## config.mk

```make
export PLATFORM = sky130hd
export DESIGN_NAME = pipelined_block_adder_core
export DESIGN_NICKNAME = d
export VERILOG_FILES = /design/src/rtl/pipelined_block_adder_core.sv
export SDC_FILE = /design/constraint.sdc
export NUM_CORES = 1
export LEC_CHECK = 0
export ABC_AREA = 1
export ABC_CLOCK_PERIOD_IN_PS = 2350
export BUFFER_PORTS_ARGS = -buffer_cell sky130_fd_sc_hd__buf_2
export CORE_UTILIZATION = 35
export DETAILED_ROUTE_END_ITERATION = 8
export PLACE_DENSITY = 0.48
export SETUP_SLACK_MARGIN = 0.5
export SLEW_MARGIN = 20
export SYNTH_ARGS = -nofsm -noshare
export SYNTH_HDL_FRONTEND = slang
export SYNTH_SLANG_ARGS = --single-unit
```

## constraint.sdc

```tcl
create_clock -name clk -period 2.35 [get_ports clk]
set_input_delay 0.705 -clock clk [delete_from_list [all_inputs] [get_ports clk]]
set_output_delay 0.705 -clock clk [all_outputs]
set_load 0.01 [all_outputs]
```

## src/rtl/pipelined_block_adder_core.sv

```systemverilog
// Pipelined block-carry adder: sum = a + b + cin (mod 2^WIDTH), one BLOCK-bit carry slice per register stage.
// Define PIPELINED_ADDER_COUT_EN to add the cout port (carry-out of bit WIDTH-1, aligned with sum).
module pipelined_block_adder_core #(
    parameter int WIDTH = 32,
    parameter int BLOCK = 4
) (
    input  logic             clk,
    input  logic             rst,
    input  logic             v_in,
    input  logic [WIDTH-1:0] a,
    input  logic [WIDTH-1:0] b,
    input  logic             cin,
    output logic [WIDTH-1:0] sum,
`ifdef PIPELINED_ADDER_COUT_EN
    output logic             cout,
`endif
    output logic             v_out
);
    localparam int NSTAGES = (BLOCK > 0) ? WIDTH / BLOCK : 1;
    localparam int NSKEW   = (NSTAGES > 1) ? NSTAGES - 1 : 1;

    if (BLOCK < 1) begin : g_bad_block
        $error("pipelined_block_adder_core: BLOCK must be at least 1");
    end else if (WIDTH % BLOCK != 0) begin : g_bad_width
        $error("pipelined_block_adder_core: WIDTH must be a multiple of BLOCK");
    end

    logic [NSTAGES-1:0] stage_en;
    logic [NSTAGES-1:0] v_pipe;
    logic [WIDTH-1:0]   a_skew [NSKEW];
    logic [WIDTH-1:0]   b_skew [NSKEW];
    logic               carry  [NSTAGES];
    logic [WIDTH-1:0]   res    [NSTAGES];

    // stage_en[k] is the valid bit of the operation about to be loaded into stage k
    assign stage_en = (v_pipe << 1) | NSTAGES'(v_in);

    always_ff @(posedge clk) begin
        if (rst) begin
            v_pipe <= '0;
        end else begin
            v_pipe <= stage_en;
        end
    end

    for (genvar j = 0; j < NSTAGES; j++) begin : g_stage
        logic [BLOCK-1:0] op_a;
        logic [BLOCK-1:0] op_b;
        logic             c_in;
        logic [WIDTH-1:0] res_prev;
        logic [BLOCK:0]   s;

        if (j == 0) begin : g_head
            assign op_a     = a[BLOCK-1:0];
            assign op_b     = b[BLOCK-1:0];
            assign c_in     = cin;
            assign res_prev = '0;
            if (NSTAGES > 1) begin : g_skew
                always_ff @(posedge clk) begin
                    if (rst) begin
                        a_skew[0] <= '0;
                        b_skew[0] <= '0;
                    end else if (stage_en[0]) begin
                        a_skew[0] <= a >> BLOCK;
                        b_skew[0] <= b >> BLOCK;
                    end
                end
            end
        end else begin : g_body
            assign op_a     = a_skew[j-1][BLOCK-1:0];
            assign op_b     = b_skew[j-1][BLOCK-1:0];
            assign c_in     = carry[j-1];
            assign res_prev = res[j-1];
            // Remaining upper slices shift down one slice per stage so the next slice is always at bit 0
            if (j < NSTAGES - 1) begin : g_skew
                always_ff @(posedge clk) begin
                    if (rst) begin
                        a_skew[j] <= '0;
                        b_skew[j] <= '0;
                    end else if (stage_en[j]) begin
                        a_skew[j] <= a_skew[j-1] >> BLOCK;
                        b_skew[j] <= b_skew[j-1] >> BLOCK;
                    end
                end
            end
        end

        assign s = {1'b0, op_a} + {1'b0, op_b} + {{BLOCK{1'b0}}, c_in};

        // Finished slices enter at the top and shift down, so slice 0 lands at bit 0 in the last stage
        always_ff @(posedge clk) begin
            if (rst) begin
                res[j]   <= '0;
                carry[j] <= 1'b0;
            end else if (stage_en[j]) begin
                res[j]   <= (res_prev >> BLOCK) | (WIDTH'(s[BLOCK-1:0]) << (WIDTH - BLOCK));
                carry[j] <= s[BLOCK];
            end
        end
    end

    assign sum   = res[NSTAGES-1];
    assign v_out = v_pipe[NSTAGES-1];
`ifdef PIPELINED_ADDER_COUT_EN
    assign cout  = carry[NSTAGES-1];
`endif

endmodule

```

== After elaboration in Yosys (flattened, before gate mapping) ==
Memory sizes are Yosys's and may differ from the RTL's.
Cells that the tools add are included.

* Reductions and logical operators: 0
* $add $sub $neg: 16
* Eq/ne operators: 0
* Div/mod/pow operators: 0
* $lt $le $gt $ge: 0
* Multipliers: 0
* Bitwise logic cells: 38
* Mux-type cells: 56
* Shifts and indexed selects: 0

{| class="wikitable"
|+ Operator list
! kind !! count
|-
| $mux 28 || 14
|-
| $mux 32 || 8
|-
| $or 28x32->32 || 7
|-
| $add 4x4->5 || 8
|-
| $add 5x1->5 || 8
|-
| $mux 1 || 34
|-
| $or 1x1->1 || 30
|-
| $or 8x1->8 || 1
|}

* RAM bits: 656
* ROM bits: 0
* Word-level logic and storage cells: 115
* Latch bits: 0
* Memories: 4
* Register bits after elaboration: 8
* Bits of input ports: 68
* Output and inout port bits: 33

{| class="wikitable"
|+ Memory list
! name !! words !! width !! rd ports !! clocked after memory_dff !! wr ports !! RTL line !! RTL
|-
| res || 8 || 32 || 8 || 0 || 8 || 33 || <nowiki>logic [WIDTH-1:0] res [NSTAGES];</nowiki>
|-
| a_skew || 7 || 28 || 7 || 0 || 7 || 30 || <nowiki>logic [WIDTH-1:0] a_skew [NSKEW];</nowiki>
|-
| b_skew || 7 || 28 || 7 || 0 || 7 || 31 || <nowiki>logic [WIDTH-1:0] b_skew [NSKEW];</nowiki>
|-
| carry || 8 || 1 || 7 || 0 || 8 || 32 || <nowiki>logic carry [NSTAGES];</nowiki>
|}

== Logic depth before layout (Yosys ltp) ==
Gate-level depths: netlist of run 1.

* Depth in word-level cells: 5
* Gate-level depth with buffers: 8
* Gate-level depth less buffers: 8

== Worst setup path before layout of run 1 ==
No wires, ideal clock.

* Kind: input to register
* Start point: input port a[0]
* End point: memory res[0][30] (data pin)
* Cell stages on the path: 5
* Slack: 323 ps
* Setup time: 259 ps
* Arrival: 1768 ps
* Buffers on the path: 0
* Cell sequence: inv_1 fa_1 fa_1 o21ai_0 a21oi_1

{| class="wikitable"
|+ RTL lines
! what !! RTL line !! RTL
|-
| start, declared || 10 || <nowiki>input logic [WIDTH-1:0] a,</nowiki>
|-
| end, declared || 33 ||
|}

==> run summary, run 1 <==
The main combinational cell family by area after synthesis was buffers and inverters. In the final routed layout, each cell accounts on average for 10.4 microns. After detailed routing, the number of vias per cell comes to 3.77. In this run the vertical extent of the chip is 213 microns.

The synthesized-area fraction occupied by ao, oa, aoi and oai cells works out to 0.0121. The setup check on the worst reg-to-reg path leaves a slack of 0.56 ns. TritonCTS created 42 clock buffers. The run gives 0 as the initial antenna violation count. The clock latency of the later-clocked register in the worst-skew pair came out at 0.54 ns.

The initialized floorplan defines 77 standard-cell rows. The power density over cell area was 790 nW/um^2. The highest fanout seen on the critical path is 1. The worst min-delay path class was in -> reg.

Post-route core utilization: 0.413. For the worst slew slack as a fraction of its limit, the log shows 0.751. The logs give 0.730 for the share of the yosys chip area belonging to registers and 1.10 ns for the worst endpoint data arrival time.

At the end of the flow, the number of nets in the layout was 1562. Post-synthesis to final-layout area growth: 16.4%. The clock period minus worst slack came out at 1.80 ns. The total of flip-flops plus latches after synthesis is 383. In this run the critical register-to-register path is launched from carry[1][1]$_DFFE_PP_.

The die span in x came out at 213 microns. The number of cells on the critical path is 1. Summing over every cut layer, the via total after detailed routing is 7830. The dominant delay contributor by cell family on the critical path was flip-flops. The sum of negative setup slack was 0 ns; the sum of routed wire length over all layers was 21.6 mm.

On the worst path, the slowest cell contributes a delay of 0.40 ns. For the critical path required time, the log shows 1.64 ns. The total count of hold-check failures in the final report came out at 0. The register clock-pin slew on the reported worst setup and hold paths came out at 0.06 ns.

STA classifies the critical path endpoint as an output pin. The finished layout holds 2079 standard cells, fillers aside. Counting tap cells, the placed design contains a total of 2003 instances.

The overflow left after global routing is 0. TritonCTS built the clock tree. The flow ran to the end, and the final reports show no timing, DRC or antenna violations. The mean area per synthesized cell is 11.9 sq um, and the portion of synthesized cell area occupied by the leading cell type is 0.719. After synthesis the cells add up to 15700 sq um. Setup violations remaining at the end of the flow were counted as 0. The cell with the largest stage delay on the worst path was edfxtp_1. edfxtp_1 takes more of the synthesized area than any other cell. The part of the cycle the worst path needs works out to 0.768. The xor/xnor share of the synthesized area was 0.000559; the maximum number of pins on one net before global-route repair was 58.

After the first detailed-routing iteration, the DRC count stood at 262. The number of antenna-violating nets in the routed design is 0, and the number of maximum-capacitance violations is 0. The critical path goes through buf_2. The fraction of layout cells with a size suffix above 1 was 0.141; the worst-case clock skew was 0.0182 ns. For this run, the leading register cell type out of synthesis is edfxtp_1.

For the pin with the worst max-slew slack, the measured transition is 0.374 ns. The number of filler instances in the final layout is 4300. The region available for standard cell placement spans 44100 sq um. Derived from the worst setup path, the maximum achievable clock frequency is 554 MHz. Final count of pins violating max slew: 0. The number of global-route vias before repair came out at 7826. 0 antenna diodes ended up in the layout. The final weighted congestion of routability-driven global placement is 0.702, and the first-pass GRT wire length is 37.6 mm.

Yosys mapped a number of flops with a built-in enable equal to 375. The tree is rooted in a clkbuf_16. The die covers 45600 sq um. Following the worst setup path forward leads to its endpoint at sum[29]. The global-route total usage across every layer was 0.102. Buffers inserted to repair hold after CTS numbered 0. Counting along the longest clock path gives a buffer depth of 3. For this run, the number of Yosys warnings is 0.

The critical path class is reg -> out. Setup repair after global routing could not meet its margin everywhere. Number of iterations in the first detailed-routing pass: 4. The post-synthesis share of cell area spent on full adders, half adders and majority gates is 0.0388. Measured in cells, the most critical reg-to-reg path has a length of 4.

The number of nets in the synthesized netlist is 1426. The proportion of register bits with asynchronous set or reset after synthesis was 0; the number of primary I/O pins was 101. Source of the critical timing path: res[1][125]$_SDFFCE_PN0P_. The tools report the starting density of the core as 0.355. After technology mapping, the gate count stands at 1319.

The detailed placer's ending HPWL came out at 14.2 mm. Count of buffer and inverter cells on the critical path: 1. Multiplexer fraction of the synthesized cell area: 0. The H-tree was split into 2 levels.

Leakage power: 7.67 nW. The worst-case IR drop observed on VDD is 0.000453 V. After synthesis, the cell types taking the most area are edfxtp_1 (72%), inv_1 (9.4%), nor2_1 (8.9%), fa_1 (2.0%), ha_1 (1.8%). CTS saw 383 sinks.

The simple logic cell fraction of the synthesized area was 0.106. After detailed routing, the number of remaining DRC violations is 0. STA classifies the critical path startpoint as a register.

The number of input and output port buffers inserted works out to 100. The capture instance of the worst register-to-register path was res[1][94]$_SDFFCE_PN0P_. Number of library cell types mapped by synthesis: 19.
## layout by cell type, fill, tap and decap left out, types with 6 or more instances in the layout
| cell | netlist | layout |
|---|---|---|
| nor2_1 | 371 | 371 |
| dfxtp_1 | 8 | 8 |
| a21oi_1 | 27 | 27 |
| buf_4 | 4 | 17 |
| or2_2 | 11 | 10 |
| edfxtp_1 | 375 | 375 |
| o21ai_0 | 11 | 9 |
| ha_1 | 23 | 23 |
| nand2_1 | 22 | 22 |
| clkbuf_16 | 0 | 43 |
| fa_1 | 16 | 10 |
| clkbuf_1 | 0 | 14 |
| fa_2 | 0 | 6 |
| clkinv_1 | 0 | 10 |
| nand2_2 | 6 | 6 |
| buf_12 | 0 | 11 |
| buf_2 | 18 | 100 |
| nand3_1 | 14 | 14 |
| inv_1 | 393 | 391 |
## logic make-up (layout without fill, tap and decap cells)
family | Yosys count | after routing
adders and majority gates | 39 | 39
buffers and inverters | 433 | 601
DFF | 383 | 383
xor gates and xnor gates | 1 | 1
AOI/OAI and AO/OA | 38 | 38
and+or+nand+nor | 425 | 425
## through the flow
stage	cell area [sq um]	hold slack, ns	total power, mW	setup WS (ns)
2_1_floorplan	15700	0.433	8.41	0.433
3_3_place_gp	17000	0.486	8.65	0.251
3_5_place_dp	17000	0.490	8.66	0.243
4_1_cts	18200	0.419	14.7	0.468
5_1_grt	18200	0.435	15.1	0.468
6_report	18200	0.456	14.4	0.545
## cell type report
type	count	area (sq um)	area share
sequential	383	11400	0.626
timing repair buffer	128	848	0.0465
clock inverter	17	82.6	0.00453
clock buffer	59	1160	0.0634
inverter	397	1500	0.0823
tap	592	741	0.0406
multi-input combinational	503	2480	0.136
## how the worst min path moves through the flow
stage,start,endpoint,slack (ns),cells after the start
after CTS,b[5],b_skew[0][1]$_SDFFCE_PN0P_,0.42,3
final,a[18],a_skew[0][14]$_SDFFCE_PN0P_,0.46,3
after global placement,v_pipe[3]$_SDFF_PP0_,v_pipe[4]$_SDFF_PP0_,0.49,2
after global routing,a[6],a_skew[0][2]$_SDFFCE_PN0P_,0.43,3
after floorplan,v_pipe[6]$_SDFF_PP0_,v_pipe[7]$_SDFF_PP0_,0.43,2
after detailed placement,v_pipe[3]$_SDFF_PP0_,v_pipe[4]$_SDFF_PP0_,0.49,2
## repair_timing
action / 4_1_cts / 5_1_grt
setup endpoints to repair: 6 / 8
setup buffers: 0 / 0
gates resized for setup: 1 / 4
## cell usage after synthesis (6+ instances only)
cell type	number
or2_2	11
nand2_2	6
a21oi_1	27
fa_1	16
ha_1	23
buf_6	14
inv_1	393
edfxtp_1	375
o21ai_0	11
buf_2	18
dfxtp_1	8
nand3_1	14
nand2_1	22
nor2_1	371
## routing by layer
| layer | global-route usage | routed length, microns |
|---|---|---|
| met1 | 0.142 | 10800 |
| met2 | 0.149 | 9100 |
| met3 | 0.0223 | 987 |
| met4 | 0.0505 | 710 |
| met5 | 0 | 0 |
## sequential cells by signal (all words and copies together), names as in the netlist
register and count:
carry 7, a_skew 112, res 144, v_pipe 8, b_skew 112
## where the power goes
group,total (mW),switching [mW],internal [mW]
logic,0.628,0.404,0.224
registers,7.87,0.0801,7.79
clock network,5.91,2.48,3.42
total,14.4,2.97,11.4
(Power assumes the default switching activity.)
==> run 2: changes to the inputs <==
--- a/config.mk
+++ b/config.mk
@@ -6,7 +6,7 @@
 export NUM_CORES = 1
 export LEC_CHECK = 0
 export ABC_AREA = 1
-export ABC_CLOCK_PERIOD_IN_PS = 2350
+export ABC_CLOCK_PERIOD_IN_PS = 1800
 export BUFFER_PORTS_ARGS = -buffer_cell sky130_fd_sc_hd__buf_2
 export CORE_UTILIZATION = 35
 export DETAILED_ROUTE_END_ITERATION = 8
==> constraint.sdc (replaced) <==
create_clock -name clk -period 1.8 [get_ports clk]
set_input_delay 0.54 -clock clk [delete_from_list [all_inputs] [get_ports clk]]
set_output_delay 0.54 -clock clk [all_outputs]
set_load 0.01 [all_outputs]
==> run 2 against run 1 <==
- non-clock buffer count increased by 7
- cell count increased by 0.29%
- global-route usage increased by 0.067 points
- wire length increased by 1.7%
- design area increased by 3.4%
- hold slack got worse by 0.18 ns
- flip-flop and latch count unchanged
- sequential share of layout area decreased by 2.0 points
- die area unchanged
- clock skew increased by 0.0020 ns
- core utilization increased by 1.4 points
==> run summary, run 2 (synthesis gave the netlist of run 1 again) <==
The run finished with clean final reports. The number of primary I/O pins was 101 (unchanged); the register clock-pin slew on the reported worst setup and hold paths was 0.06 ns (about the same). The tools report the final standard cell count with taps included and fillers excluded as 2085 (+0.29%). For the smallest hold slack, the log shows 0.273 ns (-0.183 ns).

Total via count in the routed design: 7851 (+0.27%). The worst setup path is of the reg -> reg kind. The clock buffer count from CTS was 42 (unchanged). The worst setup path is launched from a register. The run gives 0.784 (+0.0334) as the worst slew slack as a fraction of its limit. The first-pass GRT wire length came out at 37.8 mm (+0.51%). The summed area of non-filler cells in the final layout was 18800 sq um (+3.4%). The initial antenna violation count was 0 (unchanged).

The worst min-delay path class is in -> reg. The final-report setup violation count was 0 (unchanged); the worst-case clock skew was 0.0201 ns (+0.00197 ns). The maximum number of pins on one net before global-route repair was 40 (-31%). The sum of routed wire length over all layers was 22.0 mm (+1.7%). TritonCTS built the clock tree.

The run gives 586 MHz as the achievable clock frequency. Setup repair after global routing could not meet its margin everywhere. The run gives 0 (unchanged) as the number of maximum-capacitance violations. The worst endpoint data arrival time was 2.00 ns (+0.90 ns); the number of filler instances in the final layout was 4274 (-0.60%). The die height is 213 microns (unchanged).

Die span in x: 213 microns (unchanged). The overall die area was 45600 sq um (unchanged); the global-route total usage across every layer was 0.102 (+0.000668). For the instance area at placement, the log shows 17300 sq um (+1.8%). The number of input and output port buffers inserted was 100 (unchanged); the depth of the CTS H-tree was 2 (unchanged). The number of antenna-violating nets in the routed design was 0 (unchanged); the part of the cycle the worst path needs was 0.947. The fraction of layout cells with a size suffix above 1 was 0.191 (+0.0503).

The row count is 77 (unchanged), and the post-synthesis to final-layout area growth is 20.4%. The logs give 0 (unchanged) for the final count of pins violating max slew and 0 (unchanged) for the total count of hold-check failures in the final report. The run gives 1569 (+0.45%) as the count of nets after finishing.

Master cell of the clock root buffer: clkbuf_16. The final weighted congestion of routability-driven global placement came out at 0.721 (+2.7%). The power density over cell area was 1040 nW/um^2 (+31%). The run gives 2006 (+0.15%) as the placed instance count. Most flop-heavy register: res. The clock period could shrink to 1.71 ns.

The worst setup path is captured at a register. The tools report the starting density of the core as 0.355 (unchanged). The number of DRC markers after the initial detailed-route iteration was 291 (+11%). The largest voltage drop on the vdd net is 0.000582 V (+29%).

The run gives 0 (unchanged) as the antenna cell count. For the overflow left after global routing, the log shows 0 (unchanged). The wire length per cell after detailed routing came out at 10.6 microns (+1.4%). The number of buffers inserted by hold repair at cts was 0 (unchanged). Detailed placer's ending HPWL: 14.4 mm (+1.7%). The largest registers in the layout are res: 144 flops, a_skew: 112 flops, b_skew: 112 flops.

The leakage power came out at 7.84 nW (+2.2%). The footprint of the flip-flops and latches is 11400 sq um (about the same). The total DRC errors in the routed layout is 0 (unchanged), and the via density per instance is 3.77 (about the same). For the number of buffers on the longest clock path, the log shows 3 (unchanged). Flip-flop count of the largest register, all copies and words added: 144 (unchanged). In the layout the commonest cells are inv_1 (382), edfxtp_1 (375), nor2_1 (365). The transition time at the pin with the least slew margin was 0.324 ns (-0.0501 ns); the number of clock sinks was 383 (unchanged).

The logs give 2730 sq um (+10%) for the area of the multi-input gates and 2.10 ns (+0.46 ns) for the critical path required time. The area of the core region is 44100 sq um (unchanged), and the highest fanout seen on the critical path is 2 (+1). The most frequent standard cell in the layout excluding fill and tap cells was inv_1.

The logs give 0.56 ns (+0.02 ns) for the clock latency of the later-clocked register in the worst-skew pair and 7831 (+0.064%) for the number of global-route vias before repair. For the number of iterations in the first detailed-routing pass, the log shows 4 (unchanged).
run 2: changes by cell type in the layout (fill, tap and decap cells not counted), sizes merged:
| cell | change |
|---|---|
| buf | +7 |
| bufinv | +5 |
| clkbuf | -4 |
| clkinv | -3 |
| inv | +1 |
run 2: metrics by stage:
| step | worst slack (ns) | TNS [ns] | power, mW | utilization |
|---|---|---|---|---|
| floorplan | 0.0476 | 0 | 11.0 | - |
| global placement | -0.126 | -0.336 | 11.4 | 0.392 |
| detailed placement | -0.155 | -0.409 | 11.4 | 0.392 |
| CTS | 0.0921 | 0 | 19.9 | 0.424 |
| global route | 0.0144 | 0 | 20.4 | 0.427 |
| finish | 0.0949 | 0 | 19.6 | 0.427 |
run 2: metal layers:
| layer | wire length, microns | track usage | vias up |
|---|---|---|---|
| met5 | 0 | 0 | - |
| met4 | 702 | 0.0431 | 0 |
| met3 | 975 | 0.0287 | 53 |
| met2 | 9220 | 0.152 | 119 |
| met1 | 11100 | 0.141 | 3370 |
| li1 | - | - | 4309 |
run 2: what timing repair did:
action | CTS | global route
gates resized for setup | 25 | 25
endpoints found under the hold margin | 0 | 0
setup endpoints to repair | 63 | 62
setup buffers | 3 | 1
pin swaps | 15 | 20
run 2: worst paths after layout:
kind	slack (ns)	to	cells past startpoint	startpoint
worst max-delay path	0.09	carry[1][1]$_DFFE_PP_	6	carry[1][0]$_SDFFCE_PN0P_
worst min-delay path	0.27	b_skew[0][25]$_SDFFCE_PN0P_	3	b[29]
worst max register to register	0.09	carry[1][1]$_DFFE_PP_	6	carry[1][0]$_SDFFCE_PN0P_
worst min register to register	0.54	v_pipe[6]$_SDFF_PP0_	2	v_pipe[5]$_SDFF_PP0_
run 2: worst max-delay path, cell delays in order, from the launching register on:
cell      delay, ns
edfxtp_1       0.40
fa_2           0.42
fa_2           0.35
nand2_1        0.06
inv_1          0.04
o21ai_1        0.11
a21oi_1        0.07
run 2: final cells by class:
class	count	share of cell area
Tap cell	592	0.0393
Sequential cell	383	0.606
Inverter	397	0.0797
Clock inverter	20	0.0129
Multi-Input combinational cell	503	0.145
Clock buffer	55	0.0584
Timing Repair Buffer	135	0.0586
run 2: where the power goes:
part / switching (mW) / internal, mW
clock network: 3.32 / 5.03
registers: 0.110 / 10.2
logic: 0.567 / 0.372
==> run 3: changes to the inputs <==
--- a/config.mk
+++ b/config.mk
@@ -5,12 +5,12 @@
 export SDC_FILE = /design/constraint.sdc
 export NUM_CORES = 1
 export LEC_CHECK = 0
-export ABC_AREA = 1
 export ABC_CLOCK_PERIOD_IN_PS = 1800
-export BUFFER_PORTS_ARGS = -buffer_cell sky130_fd_sc_hd__buf_2
 export CORE_UTILIZATION = 35
+export CTS_BUF_LIST = sky130_fd_sc_hd__clkbuf_8
 export DETAILED_ROUTE_END_ITERATION = 8
-export PLACE_DENSITY = 0.48
+export DONT_BUFFER_PORTS = 1
+export PLACE_DENSITY = 0.46
 export SETUP_SLACK_MARGIN = 0.5
 export SLEW_MARGIN = 20
 export SYNTH_ARGS = -nofsm -noshare
==> run 3 against run 2 <==
- combinational power shrank 38%
- non-clock buffer count shrank 125
- clock skew shrank 0.0057 ns
- cell count shrank 24%
- critical path depth shrank 1
- first-iteration DRC count shrank 12%
- hold slack lost 0.12 ns
- wire length shrank 1.5%
- synthesized area shrank 3.5%
==> run summary, run 3 <==
The largest registers in the layout are res: 144 flops, a_skew: 112 flops, b_skew: 112 flops. The count of buffer and inverter cells on the critical path works out to 0 (-1). First-pass GRT wire length: 35.7 mm (-5.7%). The depth of the CTS H-tree is 3 (+1), and the initial antenna violation count is 0 (unchanged). The tools report the final-report setup violation count as 0 (unchanged). The tools report the number of buffers on the longest clock path as 3 (unchanged). The total count of hold-check failures in the final report is 0 (unchanged), and the gate count after technology mapping is 944 (-28%).

The post-synthesis share of cell area spent on full adders, half adders and majority gates was 0.0402 (+0.00140). STA classifies the critical path endpoint as a register. Routed signal wires occupy layers up through met4.

The detailed route wirelength on metal2 came out at 9.28 mm (+0.72%). The final weighted congestion of routability-driven global placement came out at 0.679 (-5.9%). The critical path required time was 2.13 ns (+0.03 ns). The most numerous cell type found on the critical path is fa_2. The worst endpoint data arrival time was 2.10 ns (+0.10 ns); the proportion of register bits with asynchronous set or reset after synthesis was 0 (unchanged).

The run gives 0.358 (+0.00305) as the starting density of the core. The summed instance area of the synthesized netlist is 15100 sq um (-3.5%), and the number of antenna-violating nets in the routed design is 0 (unchanged). The main combinational cell family by area after synthesis is simple AND/OR/NAND/NOR gates. The number of input and output port buffers inserted came out at 0 (-100%). The total via count in the routed design is 6456 (-18%), and the register clock-pin slew on the reported worst setup and hold paths is 0.06 ns (about the same). The clock period minus worst slack was 1.77 ns (+0.0652 ns). The die height is 210 microns (-1.7%). The tools report the maximum number of pins on one net before global-route repair as 62 (+55%). The final count of pins violating max slew came out at 0 (unchanged). The run finished with clean final reports. The final setup slack of the worst path is 0.0297 ns (-0.0652 ns), and the clock latency of the later-clocked register in the worst-skew pair is 0.58 ns (+0.02 ns).

The min-delay analysis places its worst path in the category in -> reg. The fraction of layout cells with a size suffix above 1 was 0.169 (-0.0220). After synthesis, the most frequently instantiated cells are edfxtp_1 (375), and2_1 (342), inv_1 (31). Leaving out fill and tap cells, the most frequent cells in the layout are edfxtp_1 (375), and2_1 (340), clkbuf_8 (74). On the critical path the largest part of the delay comes from adder cells. The detailed placer's ending HPWL is 12.9 mm (-11%), and the final standard cell count with taps included and fillers excluded is 1581 (-24%). The placed instance count was 1451 (-28%); the sum of negative setup slack was 0 ns (unchanged). The number of library cell types mapped by synthesis is 28 (+9), and the post-synthesis to final-layout area growth is 14.4%. TritonCTS built the clock tree. The number of filler instances in the final layout came out at 3925 (-8.2%). The via density per instance was 4.08 (+8.4%); the die span in x was 210 microns (-1.7%). Walking the worst path, the cells encountered are fa_2 -> fa_2 -> a21o_1 -> a21oi_2 -> nor2_1.

The run gives 0 (unchanged) as the total DRC errors in the routed layout. The worst slew slack as a fraction of its limit is 0.434 (-0.350). STA classifies the critical path startpoint as a register. The tools report the row count as 75 (-2.6%). The xor/xnor share of the synthesized area was 0.00290 (+0.00234); the wire length on met1 was 10.6 mm (-4.2%). The instance area at placement is 15800 sq um (-8.5%), and the flip-flop count of the largest register, all copies and words added is 144 (unchanged). For the overall die area, the log shows 44000 sq um (-3.4%).

The wire length per cell after detailed routing is 13.7 microns (+30%). The achievable clock frequency is 565 MHz (-3.7%), and the number of synthesized flops with an enable pin is 375 (unchanged). For the final total power, the log shows 18.0 mW (-8.3%).

The worst-case clock skew came out at 0.0144 ns (-0.00574 ns). The clock buffer count from CTS came out at 67 (+60%). The largest total area in the synthesized netlist belongs to edfxtp_1. The run gives 0.102 (-0.000391) as the global-route total usage across every layer.

The delay contributed by the slowest stage of the critical path was 0.43 ns (about the same); the area of the core region was 42200 sq um (-4.3%). The synthesized-area fraction occupied by ao, oa, aoi and oai cells was 0.0119 (-0.000225). The leakage power was 6.66 nW (-15%); the highest fanout seen on the critical path was 2 (unchanged).

The run gives -0.0472 ns (+0.108 ns) as the post-placement worst setup slack. The slowest stage of the critical path belongs to the cell fa_2. The mean area per synthesized cell is 16.0 sq um (+35%), and the wire length on met3 is 1.09 mm (+12%). Portion of synthesized cell area occupied by the leading cell type: 0.745 (+0.0259). The tools report the master cell of the clock root buffer as clkbuf_8. The number of nets in the synthesized netlist was 1051 (-26%).

The most frequent standard cell in the layout excluding fill and tap cells is edfxtp_1. The transition time at the pin with the least slew margin works out to 0.849 ns (+0.525 ns). The top flip-flop cell by instance count after synthesis was edfxtp_1.

By area the synthesized netlist is led by edfxtp_1 (75%), and2_1 (14%), fa_1 (2.1%), ha_1 (1.9%), dfxtp_1 (1.1%). Total of flip-flops plus latches after synthesis: 383 (unchanged). The share of the yosys chip area belonging to registers was 0.756 (+0.0263).

The part of the cycle the worst path needs was 0.983 (+0.0362). The largest voltage drop on the vdd net is 0.000510 V (-12%). The simple logic cell fraction of the synthesized area came out at 0.166 (+0.0604). The count of nets after finishing was 1099 (-30%). The most common cell in the synthesized netlist is edfxtp_1.

Setup repair after global routing could not meet its margin everywhere. The summed area of non-filler cells in the final layout was 17300 sq um (-8.3%). The power density over cell area came out at 1040 nW/um^2 (about the same).

The overflow left after global routing came out at 0 (unchanged). The smallest hold slack is 0.155 ns (-0.118 ns), and the Yosys warning count is 0 (unchanged). The number of clock sinks is 383 (unchanged), and the multiplexer fraction of the synthesized cell area is 0.00199 (+0.00199). The number of global-route vias before repair was 6755 (-14%). The post-route core utilization was 0.409 (-0.0179).

The sum of routed wire length over all layers was 21.7 mm (-1.5%). The register with the most flip-flops in the final layout is res. The number of iterations in the first detailed-routing pass was 4 (unchanged); the number of primary I/O pins was 101 (unchanged). The run gives 0 (unchanged) as the antenna cell count. The number of maximum-capacitance violations is 0 (unchanged).

The tools report the number of buffers inserted by hold repair at cts as 0 (unchanged). The critical path class was reg -> reg. Number of DRC markers after the initial detailed-route iteration: 255 (-12%).
run 3: worst paths after layout:
check / from / end / slack, ns / cells past startpoint
max: carry[1][1]$_DFFE_PP_ / carry[1][2]$_DFFE_PP_ / 0.03 / 5
min: a[6] / a_skew[0][2]$_SDFFCE_PN0P_ / 0.15 / 1
max reg2reg: carry[1][1]$_DFFE_PP_ / carry[1][2]$_DFFE_PP_ / 0.03 / 5
min reg2reg: res[1][51]$_SDFFCE_PN0P_ / res[1][79]$_SDFFCE_PN0P_ / 0.50 / 1
run 3: logic make-up after synthesis:
group	count (synthesis)
adders and majority gates	39
AOI/OAI and AO/OA	31
xor gates and xnor gates	5
muxes	3
DFF	383
and+or+nand+nor	410
buffers and inverters	73
run 3: report_power, final:
part           internal, mW  switching [mW]  total [mW]  leakage (nW)
logic                 0.214           0.372       0.586          1.83
registers              10.2           0.111        10.3          4.13
clock network          3.75            3.34        7.09         0.705
run 3: cell type report:
type                       count  area [sq um]  area share
sequential                   383         11400       0.661
clock inverter                45           180      0.0104
clock buffer                  74          1020      0.0589
inverter                      37           159     0.00919
timing repair buffer          10           123     0.00710
multi-input combinational    493          3700       0.214
tap                          539           674      0.0390
run 3: repair_timing:
item	4_1_cts	5_1_grt
resized for setup	30	21
cloned	4	1
hold endpoints to repair	0	0
pin swaps	24	12
setup buffers	3	3
setup endpoints to repair	264	101
run 3: routing by layer:
layer | track usage | vias to the layer above
met5 | 0 | -
met4 | 0.0569 | 0
met3 | 0.0293 | 58
met2 | 0.146 | 144
met1 | 0.139 | 2876
li1 | - | 3378
